`src/rtl/fetch_pkg.sv`:
```
// Shared types and constants for the instruction fetch path.
package fetch_pkg;

  // Default text segment bounds (byte addresses, TEXT_END is the last legal word).
  localparam logic [31:0] TEXT_BEGIN        = 32'h0040_0000;
  localparam logic [31:0] TEXT_END          = 32'h0040_1FFC;

  // Word handed to decode for faulting fetches; memory data is never forwarded.
  localparam logic [31:0] FETCH_FAULT_INSTR = 32'h0000_0000;

  typedef struct packed {
    logic [31:0] pc;
    logic [31:0] instr;
    logic        fault;
  } fetch_entry_t;

endpackage

```
`src/rtl/fetch_fifo.sv`:
```
// Prefetch FIFO of fetch entries with synchronous flush and a registered head copy,
// so the head outputs are pure flops and hold their last value when the FIFO drains.
module fetch_fifo
  import fetch_pkg::*;
#(
  parameter int DEPTH = 2
) (
  input  logic                     clock,
  input  logic                     reset,
  input  logic                     flush,
  input  logic                     push,
  input  fetch_entry_t             push_data,
  input  logic                     pop,
  output fetch_entry_t             head,
  output logic                     head_valid,
  output logic [$clog2(DEPTH):0]   count
);

  localparam int AW = $clog2(DEPTH);
  localparam logic [AW:0] FULL = (AW+1)'(DEPTH);
  localparam logic [AW:0] ONE  = {{AW{1'b0}}, 1'b1};

  fetch_entry_t  mem [DEPTH];
  logic [AW-1:0] rd_ptr;
  logic [AW-1:0] wr_ptr;
  logic [AW-1:0] rd_next;
  logic          do_push;
  logic          do_pop;

  assign head_valid = (count != '0);
  assign do_pop     = pop && head_valid;
  // A push into a full FIFO is only accepted when the head leaves in the same cycle.
  assign do_push    = push && ((count != FULL) || do_pop);
  assign rd_next    = rd_ptr + 1'b1;

  // Storage array; no reset needed since nothing reads a slot before it is written.
  always_ff @(posedge clock) begin
    if (do_push && !flush) mem[wr_ptr] <= push_data;
  end

  // Pointers, occupancy and the registered head copy.
  always_ff @(posedge clock or negedge reset) begin
    if (!reset) begin
      rd_ptr <= '0;
      wr_ptr <= '0;
      count  <= '0;
      head   <= '0;
    end else if (flush) begin
      rd_ptr <= '0;
      wr_ptr <= '0;
      count  <= '0;
    end else begin
      if (do_push) wr_ptr <= wr_ptr + 1'b1;
      if (do_pop)  rd_ptr <= rd_next;
      if (do_push && !do_pop)      count <= count + 1'b1;
      else if (!do_push && do_pop) count <= count - 1'b1;
      // The next head is either the following stored slot or, if the FIFO
      // would otherwise be empty, the word being pushed this cycle.
      if (do_pop) begin
        if (count == ONE) begin
          if (do_push) head <= push_data;
        end else begin
          head <= mem[rd_next];
        end
      end else if (!head_valid && do_push) begin
        head <= push_data;
      end
    end
  end

endmodule

```
`src/rtl/instruction_fetch_unit.sv`:
```
// Fetch stage: owns the fetch PC, issues word reads to the text memory,
// absorbs the one-cycle read latency and queues results for decode.
module instruction_fetch_unit
  import fetch_pkg::*;
#(
  parameter logic [31:0] RESET_PC   = TEXT_BEGIN,
  parameter int          FIFO_DEPTH = 2,
  parameter logic [31:0] TEXT_LO    = TEXT_BEGIN,
  parameter logic [31:0] TEXT_HI    = TEXT_END
) (
  input  logic        clock,
  input  logic        reset,
  output logic [31:0] imem_address,
  input  logic [31:0] imem_data,
  input  logic        redirect_valid,
  input  logic [31:0] redirect_pc,
  output logic        instr_valid,
  input  logic        instr_ready,
  output logic [31:0] instr_pc,
  output logic [31:0] instr,
  output logic        instr_fault
);

  localparam int CW = $clog2(FIFO_DEPTH) + 1;

  logic [31:0]   fetch_pc;
  logic [31:0]   inflight_pc;
  logic          inflight;
  logic          inflight_fault;
  logic [CW-1:0] count;
  logic [CW:0]   used;
  logic [CW:0]   limit;
  logic          pop;
  logic          issue;
  logic          fault;
  fetch_entry_t  push_data;
  fetch_entry_t  head;

  assign imem_address = fetch_pc;
  assign pop          = instr_valid && instr_ready;
  assign fault        = (fetch_pc < TEXT_LO) || (fetch_pc > TEXT_HI) || (fetch_pc[1:0] != 2'b00);

  // Credit check: buffered plus in-flight words must leave room for the new one.
  // A head leaving this cycle frees its slot before the new word can land,
  // which is what allows one word per cycle with a two-entry FIFO.
  assign used  = {1'b0, count} + {{CW{1'b0}}, inflight};
  assign limit = (CW+1)'(FIFO_DEPTH) + {{CW{1'b0}}, pop};
  assign issue = !redirect_valid && (used < limit);

  assign push_data = '{pc:    inflight_pc,
                       instr: inflight_fault ? FETCH_FAULT_INSTR : imem_data,
                       fault: inflight_fault};

  // Fetch PC and in-flight tracking; redirect discards the outstanding read.
  always_ff @(posedge clock or negedge reset) begin
    if (!reset) begin
      fetch_pc       <= RESET_PC;
      inflight       <= 1'b0;
      inflight_pc    <= '0;
      inflight_fault <= 1'b0;
    end else if (redirect_valid) begin
      fetch_pc <= redirect_pc;
      inflight <= 1'b0;
    end else if (issue) begin
      fetch_pc       <= fetch_pc + 32'd4;
      inflight       <= 1'b1;
      inflight_pc    <= fetch_pc;
      inflight_fault <= fault;
    end else begin
      inflight <= 1'b0;
    end
  end

  fetch_fifo #(.DEPTH(FIFO_DEPTH)) u_fifo (
    .clock      (clock),
    .reset      (reset),
    .flush      (redirect_valid),
    .push       (inflight),
    .push_data  (push_data),
    .pop        (pop),
    .head       (head),
    .head_valid (instr_valid),
    .count      (count)
  );

  assign instr_pc    = head.pc;
  assign instr       = head.instr;
  assign instr_fault = head.fault;

endmodule

```
`config.mk`:
```
export PLATFORM = sky130hd
export DESIGN_NAME = instruction_fetch_unit
export DESIGN_NICKNAME = d
export VERILOG_FILES = /design/src/rtl/fetch_pkg.sv /design/src/rtl/fetch_fifo.sv /design/src/rtl/instruction_fetch_unit.sv
export SDC_FILE = /design/constraint.sdc
export NUM_CORES = 1
export LEC_CHECK = 0
export BUFFER_PORTS_ARGS = -buffer_cell sky130_fd_sc_hd__buf_2
export CAP_MARGIN = 5
export CORE_AREA = 10 10 207 160
export CTS_CLUSTER_SIZE = 8
export DETAILED_ROUTE_END_ITERATION = 16
export DIE_AREA = 0 0 217 170
export PLACE_DENSITY = 0.64
export SLEW_MARGIN = 30
export SYNTH_ARGS = -nofsm -noshare
export SYNTH_HDL_FRONTEND = slang
export SYNTH_SLANG_ARGS = --single-unit
```
`constraint.sdc`:
```
create_clock -name clock -period 9 [get_ports clock]
set_input_delay 0.9 -clock clock [delete_from_list [all_inputs] [get_ports clock]]
set_output_delay 0.9 -clock clock [all_outputs]
set_load 0.005 [all_outputs]
```
### Yosys cells after proc, flatten, opt, wreduce, memory -nomap -nowiden

Memories as Yosys holds them, arrays and structs flattened.
Index checks and enable logic that the tools add are counted.

| storage, ports and cells | value |
|---|---|
| memories kept | 1 |
| register bits after elaboration | 135 |
| bits in writable memories | 130 |
| output and inout bits | 98 |

Memories:

| memory | depth | width | rd ports | clocked after memory_dff | wr ports | line | RTL |
|---|---|---|---|---|---|---|---|
| u_fifo.mem | 2 | 65 | 1 | 0 | 1 | fetch_fifo.sv:23 | `fetch_entry_t mem [DEPTH];` |

| operators by class | value |
|---|---|
| bitwise logic cells | 1 |
| muxes and demuxes | 18 |
| eq/ne operators | 3 |
| $add $sub $neg | 7 |
| reduce and logical (&&, ||, !) cells | 24 |
| order comparisons | 3 |

Operators with widths:

| operator | count |
|---|---|
| 2-to-1 mux 65 bit | 4 |
| 2-to-1 mux 32 bit | 3 |
| adder 32 x 3 -> 32 bit, second input constant | 1 |
| greater-than comparator 32 x 23 -> 1 bit, second input constant | 1 |
| < comparator 32 x 23 -> 1 bit, second input constant | 1 |
| nonzero test 2 bit | 6 |
| logical AND 1 bit | 8 |
| 2-to-1 mux 1 bit | 8 |
| 2-to-1 mux 2 bit | 3 |
| logical NOT 1 bit | 4 |
| adder 2 x 1 -> 3 bit | 1 |
| adder 2 x 1 -> 3 bit, first input constant | 1 |
| logical OR 1 bit | 3 |
| < comparator 3 bit | 1 |
| inequality test 3 x 2 -> 1 bit, second input constant | 1 |
| AND reduction 3 bit | 1 |
| nonzero test 3 bit | 1 |
| adder 1 bit, second input constant | 2 |
| adder 2 x 1 -> 2 bit, second input constant | 1 |
| equality test 2 x 1 -> 1 bit, second input constant | 1 |
| inequality test 2 bit, second input constant | 1 |
| AND reduction 2 bit | 1 |
| subtractor 2 x 1 -> 2 bit, second input constant | 1 |
| NOT 1 bit | 1 |

### Depth between registers and ports, before layout

| logic depth | value |
|---|---|
| depth after elaboration | 10 |
| depth in mapped cells | 9 |
| gate-level depth less buffers | 6 |

### Modules after synthesis

A second synthesis with hierarchy kept.

| second synthesis, totals | value |
|---|---|
| cells, all modules | 932 |
| area, all modules | 11686.2 sq um |

By module, submodules not included:

| module | area an instance (sq um) | cells each | instances | sequential area each (sq um) |
|---|---|---|---|---|
| fetch_fifo | 8157.8 | 585 | 1 | 5630.4 |
| instruction_fetch_unit | 3528.4 | 347 | 1 | 1652.8 |

### Worst setup path after synthesis

OpenSTA, ideal clock, no wires.

| timing | value |
|---|---|
| kind | input to register |
| start | in redirect_valid |
| end | mem u_fifo.mem[1][0] (netlist bit), enable pin |
| path slack | 2.331 ns |
| setup time | 0.582 ns |
| cell stages on the path | 3 |
| arrival | 6.087 ns |
| data required time | 8.418 ns |
| path buffers | 2 |
| path through | clkbuf_1 -> clkbuf_1 -> nor3b_1 |

| on the way | value |
|---|---|
| word-level cells in the longest chain between the ends | 4 |

Ends and longest elaborated chain:

| item | line | RTL |
|---|---|---|
| start: declaration | instruction_fetch_unit.sv:15 | `input logic redirect_valid,` |
| logical NOT 1 bit | fetch_fifo.sv:38 | `if (do_push && !flush) mem[wr_ptr] <= push_data;` |
| logical AND 1 bit | fetch_fifo.sv:38 |  |
| 2-to-1 mux 1 bit | fetch_fifo.sv:38 |  |
| 2-to-1 mux 1 bit (not written as such) | fetch_fifo.sv:38 |  |
| end: declaration | fetch_fifo.sv:23 |  |

No other way between the ends.

### Worst setup path after layout

| timing | value |
|---|---|
| start | reg u_fifo.count[0] |
| end | reg, netlist name u_fifo.head[9] |

| on the way | value |
|---|---|
| word-level cells in the longest chain between the ends | 8 |
| elaborated cells on any way between the ends | 14 |

Ends and longest elaborated chain:

| item | line | RTL |
|---|---|---|
| start: declaration | fetch_fifo.sv:16 | `output logic [$clog2(DEPTH):0] count` |
| start signal: assignment | fetch_fifo.sv:55 | `if (do_push && !do_pop) count <= count + 1'b1;` |
| start signal: assignment | fetch_fifo.sv:56 | `else if (!do_push && do_pop) count <= count - 1'b1;` |
| nonzero test 2 bit | fetch_fifo.sv:30 | `assign head_valid = (count != '0);` |
| logical AND 1 bit | instruction_fetch_unit.sv:40 | `assign pop = instr_valid && instr_ready;` |
| logical AND 1 bit | fetch_fifo.sv:31 | `assign do_pop = pop && head_valid;` |
| logical OR 1 bit | fetch_fifo.sv:33 | `assign do_push = push && ((count != FULL) \|\| do_pop);` |
| logical AND 1 bit | fetch_fifo.sv:33 |  |
| logical AND 1 bit | fetch_fifo.sv:65 | `end else if (!head_valid && do_push) begin` |
| nonzero test 2 bit (no line) | n/a |  |
| AND reduction 3 bit (no line) | n/a |  |

Parallel ways exist; a longest one is shown, timed or not.
A chain may end at the register's enable or synchronous reset.

==> flow_metrics.env <==
export IMPL_io_pin_count=166
export IMPL_critical_path_n_buffers_inverters=2
export IMPL_fin_tns_setup_ns=0
export IMPL_synth_main_ff_cell="sky130_fd_sc_hd__dfrtp_1"
export IMPL_detail_route_drc_violations=0
export IMPL_place_hpwl_mm=18.1
export IMPL_r2r_start="u_fifo.count[0]"
export IMPL_final_instance_count_excl_fill=1474
export IMPL_power_per_cell_area_nw_per_um2=319
export IMPL_antennaDiodeCount=0
export IMPL_design_final_nets=1129
export IMPL_synth_top_cells_by_count="sky130_fd_sc_hd__dfrtp_1, sky130_fd_sc_hd__edfxtp_1, sky130_fd_sc_hd__mux2i_1"
export IMPL_worst_path_max_fanout=53
export IMPL_fin_worst_skew_ns=0.0105
export IMPL_core_box_area_um2=28900
export IMPL_cts_post_setup_buffers_inserted=0
export IMPL_share_of_synthesized_flip_flops_with_an_asynchronous_set_or_reset_pct=50.9
export IMPL_utilization_after_layout_pct=48.1
export IMPL_dieHeight_um=170
export IMPL_yosys_area_top_type_share_pct=33.9
export IMPL_synth_yosys_seq_area_share_pct=63.3
export IMPL_antenna_violating_nets_post_route=0
export IMPL_first_pass_drt_iterations=5
export IMPL_cap_viol_max_count=0
export IMPL_startpoint_type="flip-flop"
export IMPL_ys_types=48
export IMPL_slew_worst_pin_ns=0.947
export IMPL_cellLeakagePower_uw=0.00567
export IMPL_fin_area_um2=13900
export IMPL_post_route_cells_drive_above_1_share_pct=27.2
export IMPL_synth_edf_count=130
export IMPL_clock_sinks=265
export IMPL_most_frequent_cell_after_synthesis="sky130_fd_sc_hd__dfrtp_1"
export IMPL_worst_setup_hold_path_clk_slew_ns=0.05
export IMPL_ys_ff_latch=265
export IMPL_max_vdd_ir_drop_uv=123
export IMPL_tritoncts_num_buffers=39
export IMPL_yosys_warnings=0
export IMPL_detailroute_via_count=7601
export IMPL_timing_final_ws_setup_ns=5.79
export IMPL_detailed_place_area_um2=12700
export IMPL_layout_area_overhead_vs_synth_pct=20.9
export IMPL_grt_pass1_vias=7710
export IMPL_dp_cells=1406
export IMPL_cts_path_max_buffers=3
export IMPL_avgViaCountPerCell=5.16
export IMPL_finalSetupViolations=0
export IMPL_grt_first_pass_wirelength_mm=45.4
export IMPL_worst_setup_path_end_kind="flip-flop"
export IMPL_cts_tree="done"
export IMPL_grt_ovfl_total=0
export IMPL_drt_iter0_markers=564
export IMPL_avg_cell_area_syn_um2=13.0
export IMPL_critical_path_reg2reg_endpoint="u_fifo.head[9]"
export IMPL_finalWeightedCongestion=0.777
export IMPL_antenna_found_initial=0
export IMPL_design_die_area_um2=36900
export IMPL_unrepaired_setup_endpoints_after_global_routing="false"
export IMPL_critPathRequiredTime_ns=9.38
export IMPL_preCtsSetupSlack_ns=5.44
export IMPL_final_critical_path_share_of_the_clock_period_pct=35.6
export IMPL_worst_slew_margin_rel_pct=36.5
export IMPL_start_util_pct=39.8
export IMPL_wirelength_mm=28.5
export IMPL_drt_wirelength_per_cell_um=19.4
export IMPL_status="completed"
export IMPL_holdCritPathClass="in -> async"
export IMPL_cts_resized_gates=0
export IMPL_worst_path_dominant_cell_family="buffers and inverters"
export IMPL_die_width_um=217
export IMPL_cts_hold_fix_buffers=0
export IMPL_cp_cell_sequence="inv_1 -> ha_1 -> nand2b_1 -> a21boi_0 -> o21ai_4 -> buf_4 -> mux2_2"
export IMPL_fmax_ghz=0.312
export IMPL_netlist_area_um2=11500
export IMPL_synth_top_cells_by_area="sky130_fd_sc_hd__edfxtp_1, sky130_fd_sc_hd__dfrtp_1, sky130_fd_sc_hd__mux2i_1, sky130_fd_sc_hd__mux2_2, sky130_fd_sc_hd__nand2_1"
export IMPL_io_buffer_count=165
export IMPL_critical_path_class="reg -> reg"
export IMPL_insertion_delay_ns=0.50
export IMPL_reg2reg_slack_ns=5.79
export IMPL_htreeDepth=2
export IMPL_synth_top_area_cell="sky130_fd_sc_hd__edfxtp_1"
export IMPL_global_route_usage_total_pct=15.4
export IMPL_hold_viol_final=0
export IMPL_grt_max_degree=83
export IMPL_critPathLaunch="u_fifo.count[0]"
export IMPL_worst_endpoint_arrival_ns=3.59
export IMPL_synthesized_netlist_cell_count=887
export IMPL_ff2ff_path_depth=7
export IMPL_slew_violations=0
export IMPL_mappedNetlistNets=961
export IMPL_timing_final_crit_period_ns=3.21
export IMPL_slowest_delay_ns=0.77
export IMPL_clockRootBuffer="sky130_fd_sc_hd__clkbuf_16"
export IMPL_worst_path_max_delay_cell="sky130_fd_sc_hd__buf_4"
export IMPL_core_rowCount=54
==> state kept, by name, summed over array words and instances (netlist names) <==
name            count
imem_address       32
inflight            1
inflight_fault      1
inflight_pc        32
u_fifo.count        2
u_fifo.head        65
u_fifo.mem        130
u_fifo.rd_ptr       1
u_fifo.wr_ptr       1
==> layer usage <==
layer  track usage, %  vias up  share of wire [%]
li1                 -     3562                  -
met1             21.7     3784                 48
met2             23.0      211                 44
met3             3.86       44                6.1
met4             4.49        0                2.1
met5                0        -                  0
==> power by group <==
part           switching (uW)  internal [uW]
clock network             502            874
logic                     620            549
registers                 234           1650
==> cell type report <==
cell class	instances	area [um^2]
Clock buffer	67	1130
Clock inverter	1	30.0
Fill cell	2646	15000
Inverter	42	158
Multi-Input combinational cell	530	3880
Sequential cell	265	7290
Tap cell	392	490
Timing Repair Buffer	177	926
==> worst max path at each step <==
stage | depth (start not counted) | slack (ns) | endpoint
6_report | 7 | 5.79 | u_fifo.head[9]
5_1_grt | 7 | 5.63 | u_fifo.head[9]
4_1_cts | 7 | 5.78 | u_fifo.head[23]
3_5_place_dp | 6 | 5.44 | u_fifo.head[23]
3_3_place_gp | 6 | 5.43 | u_fifo.head[13]
2_1_floorplan | 3 | 2.33 | u_fifo.mem[1][0]
==> cells in the final DEF, fill, tap and decap left out, drive strengths merged, types with 5 or more instances in the layout <==
master / n
buf: 177
dfrtp: 134
edfxtp: 130
mux2i: 99
nand2: 82
clkbuf: 67
mux2: 66
o21ai: 51
inv: 41
nor2b: 33
o21a: 32
nor2: 27
a31oi: 21
or4: 17
nand3: 14
o31ai: 11
nand4: 9
or3: 8
xnor2: 6
ha: 6
a211oi: 5
==> worst reg2reg max path: stages (launching register included) <==
cell	delay, ns
sky130_fd_sc_hd__dfrtp_1	0.42
sky130_fd_sc_hd__inv_1	0.11
sky130_fd_sc_hd__ha_1	0.29
sky130_fd_sc_hd__nand2b_1	0.24
sky130_fd_sc_hd__a21boi_0	0.20
sky130_fd_sc_hd__o21ai_4	0.54
sky130_fd_sc_hd__buf_4	0.77
sky130_fd_sc_hd__mux2_2	0.51
==> stage by stage <==
step	total power, uW	hold slack (ns)
6_report	4430	0.418
5_1_grt	4710	0.447
4_1_cts	4500	0.423
3_5_place_dp	3100	0.474
3_3_place_gp	3070	0.469
2_1_floorplan	2650	0.455
==> kinds of logic after synthesis <==
kind of cell               count (synthesis)  share of synthesized area [%]
AOI/OAI and AO/OA                        134                           7.44
muxes                                    165                           15.1
buffers and inverters                     92                           3.24
adders and majority gates                  6                          0.653
DFF                                      265                           63.3
and+or+nand+nor                          217                           9.65
xor gates and xnor gates                   8                          0.609
No activity file was read; power rests on OpenSTA's default activity.
